==> config.mk <==
export PLATFORM = sky130hd
export DESIGN_NAME = fetch_decode
export DESIGN_NICKNAME = d
export VERILOG_FILES = /design/src/rtl/paf_pkg.sv /design/src/rtl/fetch_decode_decoder.sv /design/src/rtl/fetch_decode.sv
export SDC_FILE = /design/constraint.sdc
export NUM_CORES = 1
export LEC_CHECK = 0
export BUFFER_PORTS_ARGS = -buffer_cell sky130_fd_sc_hd__clkbuf_2
export CORE_ASPECT_RATIO = 1.1
export CORE_MARGIN = 2
export CORE_UTILIZATION = 40
export DETAILED_ROUTE_END_ITERATION = 8
export MAX_ROUTING_LAYER = met4
export PLACE_DENSITY = 0.68
export SETUP_SLACK_MARGIN = 0.02
export SLEW_MARGIN = 20
export SYNTH_ARGS = -nofsm -noshare
export SYNTH_HDL_FRONTEND = slang
export SYNTH_SLANG_ARGS = --single-unit
==> constraint.sdc <==
create_clock -name clk -period 3.9 [get_ports clk]
set_clock_uncertainty 0.1 [all_clocks]
set_input_delay 0.195 -clock clk [delete_from_list [all_inputs] [get_ports clk]]
set_output_delay 0.195 -clock clk [all_outputs]
set_load 0.05 [all_outputs]
==> src/rtl/paf_pkg.sv <==
// PAF core front-end shared types.
// Instruction classes, fetch FSM states and field positions.
package paf_pkg;

  typedef enum logic [1:0] {
    TYPE_R = 2'b00,
    TYPE_J = 2'b01,
    TYPE_B = 2'b10,
    TYPE_I = 2'b11
  } inst_type_e;

  typedef enum logic [1:0] {
    S_IDLE,
    S_REQ,
    S_WAIT,
    S_HOLD
  } fetch_state_e;

  localparam int TYPE_HI = 31;
  localparam int TYPE_LO = 30;
  localparam int OP_HI   = 29;
  localparam int OP_LO   = 24;
  localparam int RS1_HI  = 23;
  localparam int RS1_LO  = 18;
  localparam int F2_HI   = 17;
  localparam int F2_LO   = 12;
  localparam int F3_HI   = 11;
  localparam int F3_LO   = 6;
  localparam int IMM12_HI = 11;
  localparam int IMM16_HI = 15;

  typedef struct packed {
    logic [1:0]  type_inst;
    logic [5:0]  opcode;
    logic [5:0]  rs1;
    logic [5:0]  rs2;
    logic [5:0]  rd;
    logic [15:0] imm;
  } dec_t;

  function automatic logic [15:0] sext12(
    input logic [11:0] v
  );
    return {{4{v[11]}}, v};
  endfunction

endpackage

==> src/rtl/fetch_decode_decoder.sv <==
// Pure combinational IR -> field decoder.
// Shared by the front-end and offline disassembly.
module instr_decoder
  import paf_pkg::*;
(
  input  logic [31:0] ir,
  output dec_t        dec
);

  logic [1:0] t;

  assign t = ir[TYPE_HI:TYPE_LO];

  always_comb begin
    dec           = '0;
    dec.type_inst = t;
    dec.opcode    = ir[OP_HI:OP_LO];
    dec.rs1       = ir[RS1_HI:RS1_LO];
    unique case (1'b1)
      t == TYPE_R: begin
        dec.rs2 = ir[F2_HI:F2_LO];
        dec.rd  = ir[F3_HI:F3_LO];
      end
      t == TYPE_I: begin
        dec.rd  = ir[F2_HI:F2_LO];
        dec.imm = sext12(ir[IMM12_HI:0]);
      end
      t == TYPE_B: begin
        dec.rs2 = ir[F2_HI:F2_LO];
        dec.imm = sext12(ir[IMM12_HI:0]);
      end
      t == TYPE_J: begin
        // jumps reuse the Rs1 slot as the destination
        dec.rd  = ir[RS1_HI:RS1_LO];
        dec.rs1 = '0;
        dec.imm = ir[IMM16_HI:0];
      end
      default: dec = '0;
    endcase
  end

endmodule

==> src/rtl/fetch_decode.sv <==
// PAF front-end: PC, instruction fetch FSM and IR decode.
// Feeds the register bench and ALU with decoded fields.
module fetch_decode
  import paf_pkg::*;
#(
  parameter int              PC_W     = 16,
  parameter logic [PC_W-1:0] RESET_PC = '0
) (
  input  logic            clk,
  input  logic            reset,
  input  logic            enable_I,
  input  logic            enable_PC,
  input  logic            load_new_PC,
  input  logic            sel_inc,
  input  logic            condition,
  input  logic            link,
  input  logic [31:0]     Rs1_val,
  input  logic [31:0]     imem_rdata,
  input  logic            imem_valid,
  output logic            imem_req,
  output logic [PC_W-1:0] imem_addr,
  output logic [PC_W-1:0] pc,
  output logic [31:0]     link_addr,
  output logic            instr_valid,
  output logic [1:0]      type_inst,
  output logic [5:0]      opcode,
  output logic [5:0]      Rs1,
  output logic [5:0]      Rs2,
  output logic [5:0]      Rd,
  output logic [15:0]     imm
);

  fetch_state_e    state_q;
  fetch_state_e    state_d;
  logic [31:0]     ir_q;
  logic [PC_W-1:0] pc_q;
  logic [PC_W-1:0] pc_d;
  logic [PC_W-1:0] addr_q;
  logic [31:0]     link_q;
  logic            fetch_go;
  logic            ir_ld;
  dec_t            dec;

  logic [PC_W-1:0] pc_inc;
  logic [PC_W-1:0] pc_imm;
  logic [PC_W-1:0] imm_pc;
  logic            take_imm;
  logic [31:0]     unused_rs1;

  assign unused_rs1 = Rs1_val;

  instr_decoder u_dec (
    .ir  (ir_q),
    .dec (dec)
  );

  always_comb begin
    state_d  = state_q;
    fetch_go = 1'b0;
    ir_ld    = 1'b0;
    case (state_q)
      S_IDLE, S_HOLD: begin
        if (enable_I) begin
          state_d  = S_REQ;
          fetch_go = 1'b1;
        end
      end
      S_REQ, S_WAIT: begin
        if (imem_valid) begin
          state_d = S_HOLD;
          ir_ld   = 1'b1;
        end else begin
          state_d = S_WAIT;
        end
      end
      default: state_d = S_IDLE;
    endcase
  end

  // offset is sign-extended or truncated to the PC width
  assign imm_pc   = PC_W'($signed(dec.imm));
  assign pc_inc   = pc_q + PC_W'(1);
  assign pc_imm   = pc_q + imm_pc;
  assign take_imm = sel_inc &&
                    (dec.type_inst != TYPE_B || condition);

  always_comb begin
    pc_d = pc_q;
    if (enable_PC) begin
      if (load_new_PC) begin
        pc_d = Rs1_val[PC_W-1:0];
      end else if (take_imm) begin
        pc_d = pc_imm;
      end else begin
        pc_d = pc_inc;
      end
    end
  end

  always_ff @(posedge clk) begin
    if (reset) begin
      state_q <= S_IDLE;
      ir_q    <= '0;
      pc_q    <= RESET_PC;
      addr_q  <= RESET_PC;
      link_q  <= '0;
    end else begin
      state_q <= state_d;
      pc_q    <= pc_d;
      if (fetch_go) begin
        addr_q <= pc_q;
      end
      if (ir_ld) begin
        ir_q <= imem_rdata;
      end
      if (enable_PC && link) begin
        link_q <= 32'(pc_inc);
      end
    end
  end

  assign imem_req    = (state_q == S_REQ) ||
                       (state_q == S_WAIT);
  assign instr_valid = (state_q == S_HOLD);
  assign imem_addr   = addr_q;
  assign pc          = pc_q;
  assign link_addr   = link_q;
  assign type_inst   = dec.type_inst;
  assign opcode      = dec.opcode;
  assign Rs1         = dec.rs1;
  assign Rs2         = dec.rs2;
  assign Rd          = dec.rd;
  assign imm         = dec.imm;

endmodule

==> results by group, run 1 <==
Finish
  – Commonest non-fill, non-tap cell in the layout: clkbuf_2
  – Layout cells sized above 1: 23.8%
  – Fillers: 1112
  – Layout area overhead: 29.7%
  – Ant diodes: 0
  – Post-Route Utilization: between 50% and 60%
  – Most frequent cells in the layout: clkbuf_2, nand2_1, dfxtp_1
  – Fin nets: slightly below 900

Floorplanning
  – Rows: 41
  – Initial Util: 41.1%
  – Die span in x: 108 um
  – Core footprint: 11500 um2
  – Die area: 12700 um2
  – I/O pin cnt: between 150 and 200
  – Die H: 118 um

Timing
  – # setup viols final: 0
  – Slew margin rel.: 27.6%
  – Post-route setup TNS: 0 ns
  – Unrepaired setup endpoints after global routing: no
  – Measured slew at the worst slew-check pin: 1.08 ns
  – Setup WS post-layout: 0.491 ns
  – Final hold vios: 0
  – Crit share post-route: 87.4%
  – Fin crit period: 3.41 ns
  – Slew Viols, Final: 0
  – F_max: 293 MHz

Yosys
  – Post-synthesis sequential area ratio: 34.6%
  – Post-Syn Area: 4740 um2
  – Synth cell types: 55
  – Largest family of logic cells by synthesized area: simple AND/OR/NAND/NOR gates
  – Number of flops mapped to enable cells by yosys: 0
  – Post-synth top flop: dfxtp_1
  – XOR/XNOR share of the synthesized area: 3.69%
  – Post-synth ARST share: 0%
  – Yosys warnings: 0
  – Mux contribution to synthesized area: 0.871%
  – Mean Syn Cell Area: 7.55 um2
  – Synth Area in Adders: 6.49%
  – Synth Area in Compound Gates: 23.2%
  – #FFs+latches synth: 82
  – Post-Syn Instances: 628
  – Synthesized-area fraction occupied by and/or/nand/nor cells: 24.0%

Setup path
  – Reg2reg path depth: 14
  – CP peak stage delay: 0.42 ns
  – Slowest-stage cell, CP: dfxtp_1
  – Req. time, crit path: 4.00 ns
  – Max FO, Critical Path: 12
  – Setup Crit Path Kind: flip-flop to flip-flop
  – Worst setup EP type: flip-flop
  – Worst R2R Setup Slack: around 0.5 ns
  – Crit. Startpoint: ir_q[31]
  – CP startpoint kind: flip-flop
  – Crit-path cells: inv_1, ha_1, nor2_2, and2_1, ha_1, inv_1, fa_1, nor2b_1, o31ai_2, a211oi_2, o31ai_2, o21ai_0, xnor2_1, o22ai_1
  – RR Startpoint: ir_q[31]
  – Crit path DAT: ~3.5 ns
  – Worst R2R End: pc[14]

Drt
  – Vias: 4831
  – ANT nets after route: 0
  – Drt pass-1 iters: 5
  – Iter 0 DRT Violations: 244
  – Vias per Instance: 5.17
  – Wire length per cell: 15.0 um
  – DR DRC count: 0
  – Routed wire length: 14000 um

Power
  – Worst VDD drop: 0.000276 V
  – Pleak: 0.00270 uW
  – Pwr Total: roughly 3200 uW
  – Power Density: 524 nW/um2

Clock tree
  – CTS clock-pin slew for the worst setup and hold paths: 0.06 ns
  – Max Root-Sink Buffers: 2
  – CTS root buffer: clkbuf_16
  – CTS tree: built
  – Clock sinks: 82
  – Inserted Clock Buffers: 9
  – Post-CTS Setup Bufs: 0
  – Clk_lat worst skew: approximately 0.34 ns
  – H-tree depth: 3

Job
  – Max cap viols: 0

Place
  – Detailed placement HPWL: around 10000 um
  – # port buffers: about 150
  – Gpl congestion: 0.872
  – Place WS: 0.288 ns

Global route
  – Initial antenna violation count: 0
  – Grt ovf: 0
  – First-pass GRT wire length: about 23000 um
  – Vias in the first global route: 4704
  – Largest net degree at the start of global routing: 47
  – Gr usage total: 22.6%

Run status
  – Status: complete, no violations

Worst hold path
  – Tightest Hold Check Type: primary input to flip-flop
  – Hold_sp: Rs1_val[10]
  – Worst hold path depth: 3
  – WHS Endpoint: pc[10]
-- worst max-delay path, delay by kind of cell, from the launching register on --
kind,cells,cell delay [ns]
adders and majority gates,3,0.84
DFF,1,0.42
AOI/OAI and AO/OA,5,0.84
xor gates and xnor gates,1,0.16
buffers and inverters,2,0.18
and+or+nand+nor,3,0.72
-- metrics by stage --
step | cells | hold slack, ns | cell area [um2]
detailed placement | 887 | 0.323 | 5490
finish | 935 | 0.0275 | 6150
floorplan | 643 | 0.231 | 4800
CTS | 935 | 0.0225 | 6140
global placement | 887 | 0.318 | 5490
global route | 935 | 0.0253 | 6150
-- power by group --
group / leakage [uW] / total [uW] / internal [uW] / switching [uW]
clock: 0.000160 / 968 / 625 / 343
combinational: 0.00187 / 1190 / 309 / 883
sequential: 0.000670 / 1070 / 960 / 105
total: 0.00270 / 3230 / 1890 / 1330
-- synthesized netlist by cell type (5+ instances only) --
cell        n  area, um2
xor2_1      9       78.8
xnor2_1    11       96.3
nor3_1      8       40.0
nor2_1     53        199
nand2b_1    8       50.1
o211ai_1    5       37.5
ha_1       23        288
nor2b_1    17        106
a211oi_1   14        105
dfxtp_1    82       1640
buf_4      16        120
nand2_1   130        488
o21a_1      8       60.1
inv_1      11       41.3
clkbuf_1   44        165
a21oi_1    76        380
nand3_1    13       65.1
and2_1     14       87.6
o21ai_0    21        105
a222oi_1    6       60.1
-- how the worst max path moves through the flow --
stage	endpoint	depth (start not counted)
finish	pc[14]	14
detailed placement	pc[14]	14
CTS	pc[14]	14
global route	pc[14]	14
global placement	pc[14]	14
floorplan	pc[15]	12
-- per-layer routing --
layer | share of wire [%] | track usage [%] | wire, um | up-vias
li1 | - | - | - | 2428
met1 | 44 | 27.7 | 6170 | 2211
met2 | 49 | 37.7 | 6830 | 170
met3 | 5.5 | 3.97 | 773 | 22
met4 | 1.9 | 7.13 | 267 | 0
met5 | 0 | - | 0 | -
-- kinds of logic after synthesis --
group | after synthesis
other | 1
buffers and inverters | 72
and+or+nand+nor | 255
xor gates and xnor gates | 20
DFF | 82
AOI/OAI and AO/OA | 170
adders and majority gates | 24
muxes | 4
-- area by class of cell --
class | count | area, um2 | area share (%)
Multi-Input combinational cell | 489 | 2830 | 46.0
Sequential cell | 82 | 1640 | 26.7
Timing Repair Buffer | 187 | 1110 | 18.1
Clock buffer | 11 | 233 | 3.78
Tap cell | 150 | 188 | 3.05
Clock inverter | 5 | 103 | 1.67
Inverter | 11 | 41.3 | 0.671
-- sequential cells by signal, indices dropped and copies added, names as in the netlist --
signal,count
ir_q,32
imem_addr,16
link_addr,16
pc,16
state_q,2
-- timing repair --
action / CTS / global route
hold buffers: 32 / 0
setup endpoints to repair: 0 / 1
resized for setup: 0 / 1
hold endpoints to repair: 32 / 0
(Power assumes the default switching activity.)
==> inputs of run 2 (changes only) <==
Settings changed: BUFFER_PORTS_ARGS -buffer_cell sky130_fd_sc_hd__clkbuf_2 to -buffer_cell sky130_fd_sc_hd__buf_2.
==> run 2 against run 1 <==
Against the previous run: global-route usage increased by 0.054 points; register-to-register slack got worse by 0.07 ns; combinational power is essentially flat; sequential power about the same; wire length increased by 0.14%; utilization decreased by 0.88 points; first-iteration DRC count rose by 2.9%; largest power group unchanged; cell count fell by 0.32%; final area down 1.6%.
==> results by group, run 2 (synthesis gave the netlist of run 1 again) <==
Place
  – Detailed placement HPWL: 10500 um (about the same)
  – Gpl congestion: 0.848 (was 0.872)
  – Place WS: 0.449 ns (was 0.288 ns)
  – # port buffers: 148 (unchanged)

Setup path
  – Worst R2R End: pc[14] (unchanged)
  – CP startpoint kind: flip-flop (unchanged)
  – Crit path DAT: 3.58 ns (was 3.51 ns)
  – Worst setup EP type: flip-flop (unchanged)
  – Setup Crit Path Kind: flip-flop to flip-flop (unchanged)
  – Reg2reg path depth: 14 (unchanged)
  – RR Startpoint: ir_q[31] (unchanged)
  – Slowest-stage cell, CP: dfxtp_1 (unchanged)
  – Worst R2R Setup Slack: 0.43 ns (was 0.49 ns)
  – CP peak stage delay: 0.43 ns (was 0.42 ns)
  – Req. time, crit path: 4.01 ns (was 4.00 ns)
  – Max FO, Critical Path: 9 (was 12)
  – Crit-path cells: ha_1, nor3_1, nor2_1, and2_1, ha_1, inv_1, fa_1, nor2b_1, o31ai_2, a211oi_2, o31ai_2, o21ai_0, xnor2_1, o22ai_1 (was inv_1, ha_1, nor2_2, and2_1, ha_1, inv_1, fa_1, nor2b_1, o31ai_2, a211oi_2, o31ai_2, o21ai_0, xnor2_1, o22ai_1)

Global route
  – Vias in the first global route: 4609 (was 4704)
  – Grt ovf: 0 (unchanged)
  – First-pass GRT wire length: 22600 um (about the same)
  – Gr usage total: 22.7% (was 22.6%)
  – Initial antenna violation count: 0 (unchanged)
  – Largest net degree at the start of global routing: 54 (was 47)

Timing
  – # setup viols final: 0 (unchanged)
  – Fin crit period: 3.47 ns (was 3.41 ns)
  – Final hold vios: 0 (unchanged)
  – Setup WS post-layout: 0.426 ns (was 0.491 ns)
  – Unrepaired setup endpoints after global routing: no (unchanged)
  – Measured slew at the worst slew-check pin: 0.896 ns (was 1.08 ns)
  – Slew margin rel.: 40.3% (was 27.6%)
  – Post-route setup TNS: 0 ns (unchanged)
  – Slew Viols, Final: 0 (unchanged)
  – Hold_ws: 0.00629 ns (was 0.0275 ns)
  – Crit share post-route: 89.1% (was 87.4%)
  – F_max: 288 MHz (was 293 MHz)

Clock tree
  – Max Root-Sink Buffers: 2 (unchanged)
  – Post-CTS Setup Bufs: 0 (unchanged)
  – Clock sinks: 82 (unchanged)
  – H-tree depth: 3 (unchanged)
  – Clk_lat worst skew: 0.34 ns (about the same)
  – CTS clock-pin slew for the worst setup and hold paths: 0.06 ns (about the same)
  – Inserted Clock Buffers: 9 (unchanged)
  – CTS tree: built (unchanged)
  – CTS root buffer: clkbuf_16 (unchanged)

Power
  – Pleak: 0.00272 uW (was 0.00270 uW)
  – Power Density: 499 nW/um2 (was 524 nW/um2)
  – Worst VDD drop: 0.000360 V (was 0.000276 V)

Drt
  – Met1 WL: 6250 um (was 6170 um)
  – Wire length per cell: 15.1 um (was 15.0 um)
  – Iter 0 DRT Violations: 251 (was 244)
  – Drt pass-1 iters: 6 (was 5)
  – WL met3: 784 um (was 773 um)
  – Vias per Instance: 5.18 (was 5.17)
  – ANT nets after route: 0 (unchanged)
  – Met2 wire length: 6740 um (was 6830 um)
  – Routed wire length: 14100 um (was 14000 um)
  – DR DRC count: 0 (unchanged)
  – Max Used Layer: met4 (unchanged)
  – Vias: 4825 (was 4831)

Finish
  – Biggest register: ir_q (unchanged)
  – Commonest non-fill, non-tap cell in the layout: buf_2 (was clkbuf_2)
  – Fin nets: 874 (was 877)
  – Max FFs per register: 32 (unchanged)
  – Post-Route Utilization: 52.4% (was 53.3%)
  – Most frequent cells in the layout: buf_2, nand2_1, dfxtp_1 (was clkbuf_2, nand2_1, dfxtp_1)
  – Ant diodes: 0 (unchanged)
  – Layout cells sized above 1: 23.9% (was 23.8%)
  – Layout area overhead: 27.6% (was 29.7%)
  – Fillers: 1106 (was 1112)

Floorplanning
  – Die H: 118 um (unchanged)
  – Die span in x: 108 um (unchanged)
  – I/O pin cnt: 181 (unchanged)
  – Rows: 41 (unchanged)
  – Die area: 12700 um2 (unchanged)
  – Initial Util: 41.1% (unchanged)
  – Core footprint: 11500 um2 (unchanged)

Worst hold path
  – Tightest Hold Check Type: primary input to flip-flop (unchanged)
  – Hold_sp: imem_rdata[13] (was Rs1_val[10])
  – WHS Endpoint: ir_q[13] (was pc[10])
  – Worst hold path depth: 3 (unchanged)

Run status
  – Status: complete, no violations (unchanged)

Job
  – Max cap viols: 0 (unchanged)
## run 2: through the flow
step	cells	total power [uW]	instance area [um2]
finish	932	3020	6050
global route	932	3180	6050
CTS	932	3030	6040
detailed placement	887	2230	5490
global placement	887	2210	5490
floorplan	643	1980	4800
## run 2: cell type report
cell class | count | area, um2 | share of cell area, %
flip-flops and latches | 82 | 1640 | 27.1
repair buffers | 184 | 1080 | 17.9
multi-input cells | 489 | 2830 | 46.8
inverters | 11 | 41.3 | 0.683
well taps | 150 | 188 | 3.10
clock buffers | 11 | 233 | 3.85
clock inverters | 5 | 31.3 | 0.517
## run 2: layer usage
metal / up-vias / global-route usage (%)
met1: 2194 / 28.3
met4: 0 / 7.69
li1: 2427 / -
met5: - / -
met3: 22 / 3.20
met2: 182 / 37.5
## run 2: repair_timing
action,4_1_cts,5_1_grt
hold buffers,29,0
endpoints found under the setup margin,0,0
resized for setup,0,0
hold endpoints to repair,29,0
## run 2: worst max path at each step
stage | start | end | slack, ns | depth (start not counted)
after detailed placement | ir_q[31] | pc[14] | 0.45 | 14
after floorplan | ir_q[30] | pc[15] | 0.29 | 12
final | ir_q[31] | pc[14] | 0.43 | 14
after global placement | ir_q[31] | pc[14] | 0.60 | 14
after CTS | ir_q[31] | pc[14] | 0.45 | 14
after global routing | ir_q[31] | pc[14] | 0.14 | 14
## run 2: worst max-delay path: cells and delay by family, from the launching register on
family,cells,cell delay [ns]
xor gates and xnor gates,1,0.15
adders and majority gates,3,1.00
DFF,1,0.43
AOI/OAI and AO/OA,5,0.84
buffers and inverters,1,0.07
and+or+nand+nor,4,0.76
## run 2: where the power goes
group,switching (uW),internal (uW)
Combinational,876,310
Sequential,103,960
Clock,340,429
==> inputs of run 3 (changes only) <==
Settings changed: PLACE_DENSITY 0.68 to 0.67.
==> run 3 against run 2 <==
Against the previous run: global-route usage fell by 0.25 points; cell count decreased by 0.43%; largest power group unchanged; combinational power about the same; highest routed layer unchanged; critical path depth rose by 1; largest cell class unchanged; critical endpoint unchanged; sequential share of layout area shrank 0.16 points; maximum frequency is 2.2% lower.
==> results by group, run 3 (synthesis gave the netlist of run 1 again) <==
Timing
  – Final hold vios: 0 (unchanged)
  – Crit share post-route: 91.1% (was 89.1%)
  – Measured slew at the worst slew-check pin: 1.08 ns (was 0.896 ns)
  – Unrepaired setup endpoints after global routing: no (unchanged)
  – # setup viols final: 0 (unchanged)
  – Setup WS post-layout: 0.347 ns (was 0.426 ns)
  – F_max: 281 MHz (was 288 MHz)
  – Fin crit period: 3.55 ns (was 3.47 ns)
  – Slew margin rel.: 27.7% (was 40.3%)
  – Slew Viols, Final: 0 (unchanged)
  – Post-route setup TNS: 0 ns (unchanged)

Finish
  – Most frequent cells in the layout: buf_2, nand2_1, dfxtp_1 (unchanged)
  – Commonest non-fill, non-tap cell in the layout: buf_2 (unchanged)
  – Layout area overhead: 28.4% (was 27.6%)
  – Post-Route Utilization: 52.8% (was 52.4%)
  – Non-Filler Instances: 928 (was 932)
  – Fin nets: 870 (was 874)
  – Layout cells sized above 1: 24.2% (was 23.9%)
  – Fillers: 1126 (was 1106)
  – Ant diodes: 0 (unchanged)
  – Biggest register: ir_q (unchanged)
  – Max FFs per register: 32 (unchanged)

Global route
  – Initial antenna violation count: 0 (unchanged)
  – Vias in the first global route: 4478 (was 4609)
  – Gr usage total: 22.4% (was 22.7%)
  – Grt ovf: 0 (unchanged)
  – Largest net degree at the start of global routing: 42 (was 54)
  – First-pass GRT wire length: 22400 um (was 22600 um)

Power
  – Power Density: 522 nW/um2 (was 499 nW/um2)
  – Pleak: 0.00273 uW (was 0.00272 uW)
  – P_int: 1860 uW (was 1700 uW)
  – Worst VDD drop: 0.000320 V (was 0.000360 V)
  – Switching Power: 1320 uW (about the same)
  – Combinational group share of total power: 36.7% (was 39.3%)
  – Switching share of power: 41.4% (was 43.7%)
  – Clock power share: 29.7% (was 25.5%)
  – Reg power frac: 33.6% (was 35.2%)

Clock tree
  – Clock sinks: 82 (unchanged)
  – Post-CTS Setup Bufs: 0 (unchanged)
  – CTS tree: built (unchanged)
  – Inserted Clock Buffers: 9 (unchanged)
  – Max Root-Sink Buffers: 2 (unchanged)
  – Clk_lat worst skew: 0.34 ns (about the same)
  – CTS root buffer: clkbuf_16 (unchanged)
  – H-tree depth: 3 (unchanged)
  – CTS clock-pin slew for the worst setup and hold paths: 0.06 ns (about the same)

Place
  – Detailed placement HPWL: 10300 um (was 10500 um)
  – Place WS: 0.241 ns (was 0.449 ns)
  – DP Cell Count: 885 (was 887)
  – # port buffers: 148 (unchanged)
  – Gpl congestion: 0.829 (was 0.848)

Drt
  – Vias: 4765 (was 4825)
  – Drt pass-1 iters: 5 (was 6)
  – Iter 0 DRT Violations: 275 (was 251)
  – Wire length per cell: 14.8 um (was 15.1 um)
  – DR DRC count: 0 (unchanged)
  – ANT nets after route: 0 (unchanged)
  – Vias per Instance: 5.13 (was 5.18)
  – Routed wire length: 13700 um (was 14100 um)

Floorplanning
  – Rows: 41 (unchanged)
  – Die span in x: 108 um (unchanged)
  – Die H: 118 um (unchanged)
  – Die area: 12700 um2 (unchanged)
  – I/O pin cnt: 181 (unchanged)
  – Core footprint: 11500 um2 (unchanged)
  – Initial Util: 41.1% (unchanged)

Setup path
  – Worst setup EP type: flip-flop (unchanged)
  – CP startpoint kind: flip-flop (unchanged)
  – Crit path DAT: 3.64 ns (was 3.58 ns)
  – Req. time, crit path: 3.99 ns (was 4.01 ns)
  – Max FO, Critical Path: 11 (was 9)
  – Setup Crit Path Kind: flip-flop to flip-flop (unchanged)

Job
  – Max cap viols: 0 (unchanged)

Worst hold path
  – Tightest Hold Check Type: primary input to flip-flop (unchanged)

Run status
  – Status: complete, no violations (unchanged)
run 3: changes by cell type in the layout (fill, tap and decap cells not counted), sizes merged:
cell,before,now
inv,11,12
buf,155,153
clkinv,4,1
dlygate4sd3,29,27
bufinv,0,2
run 3: power by group through the flow:
| stage | clock [uW] | sequential [uW] | combinational (uW) |
|---|---|---|---|
| finish | 944 | 1070 | 1170 |
| global route | 1000 | 1080 | 1270 |
| CTS | 968 | 1070 | 1170 |
| detailed placement | 0 | 1090 | 1140 |
| global placement | 0 | 1080 | 1130 |
| floorplan | 0 | 1170 | 809 |
run 3: cell type report:
class	count	area [um2]	share of cell area (%)
multi-input cells	489	2830	46.5
flip-flops and latches	82	1640	27.0
repair buffers	180	1050	17.2
clock buffers	11	253	4.15
well taps	150	188	3.08
clock inverters	5	85.1	1.40
inverters	11	41.3	0.678
run 3: layer usage:
layer,vias to the layer above,part of all wire (%),GRT usage [%]
met5,-,0,-
met3,11,6.1,3.14
met4,0,1.0,7.21
met2,175,49,37.1
li1,2422,-,-
met1,2157,44,28.1
run 3: worst paths after layout:
path                       from  endpoint  slack, ns  cells after the start
setup / recovery       ir_q[30]    pc[14]       0.35                     15
hold / removal    imem_rdata[2]   ir_q[2]      0.008                      3
setup reg to reg       ir_q[30]    pc[14]       0.35                     15
hold reg to reg         ir_q[0]   ir_q[0]       0.35                      2
run 3: critical path, cell delays in order, from the launching register on:
cell	delay, ns
dfxtp_2	0.39
inv_1	0.13
ha_1	0.34
nor3_1	0.10
nor2_1	0.24
and2_1	0.21
ha_1	0.21
inv_1	0.07
fa_1	0.41
nor2b_1	0.19
o31ai_2	0.12
a211oi_2	0.29
o31ai_2	0.13
o21ai_0	0.24
xnor2_1	0.16
o22ai_1	0.08
run 3: what timing repair did:
action | 4_1_cts | 5_1_grt
endpoints found under the setup margin | 0 | 1
resized for setup | 0 | 2
endpoints found under the hold margin | 27 | 0
hold buffers | 27 | 0
run 3: through the flow:
stage	power (uW)	hold WS (ns)	area, um2
finish	3180	0.00766	6090
global route	3360	0.0160	6090
CTS	3200	0.00135	6080
detailed placement	2230	0.340	5470
global placement	2210	0.335	5470
floorplan	1980	0.231	4800
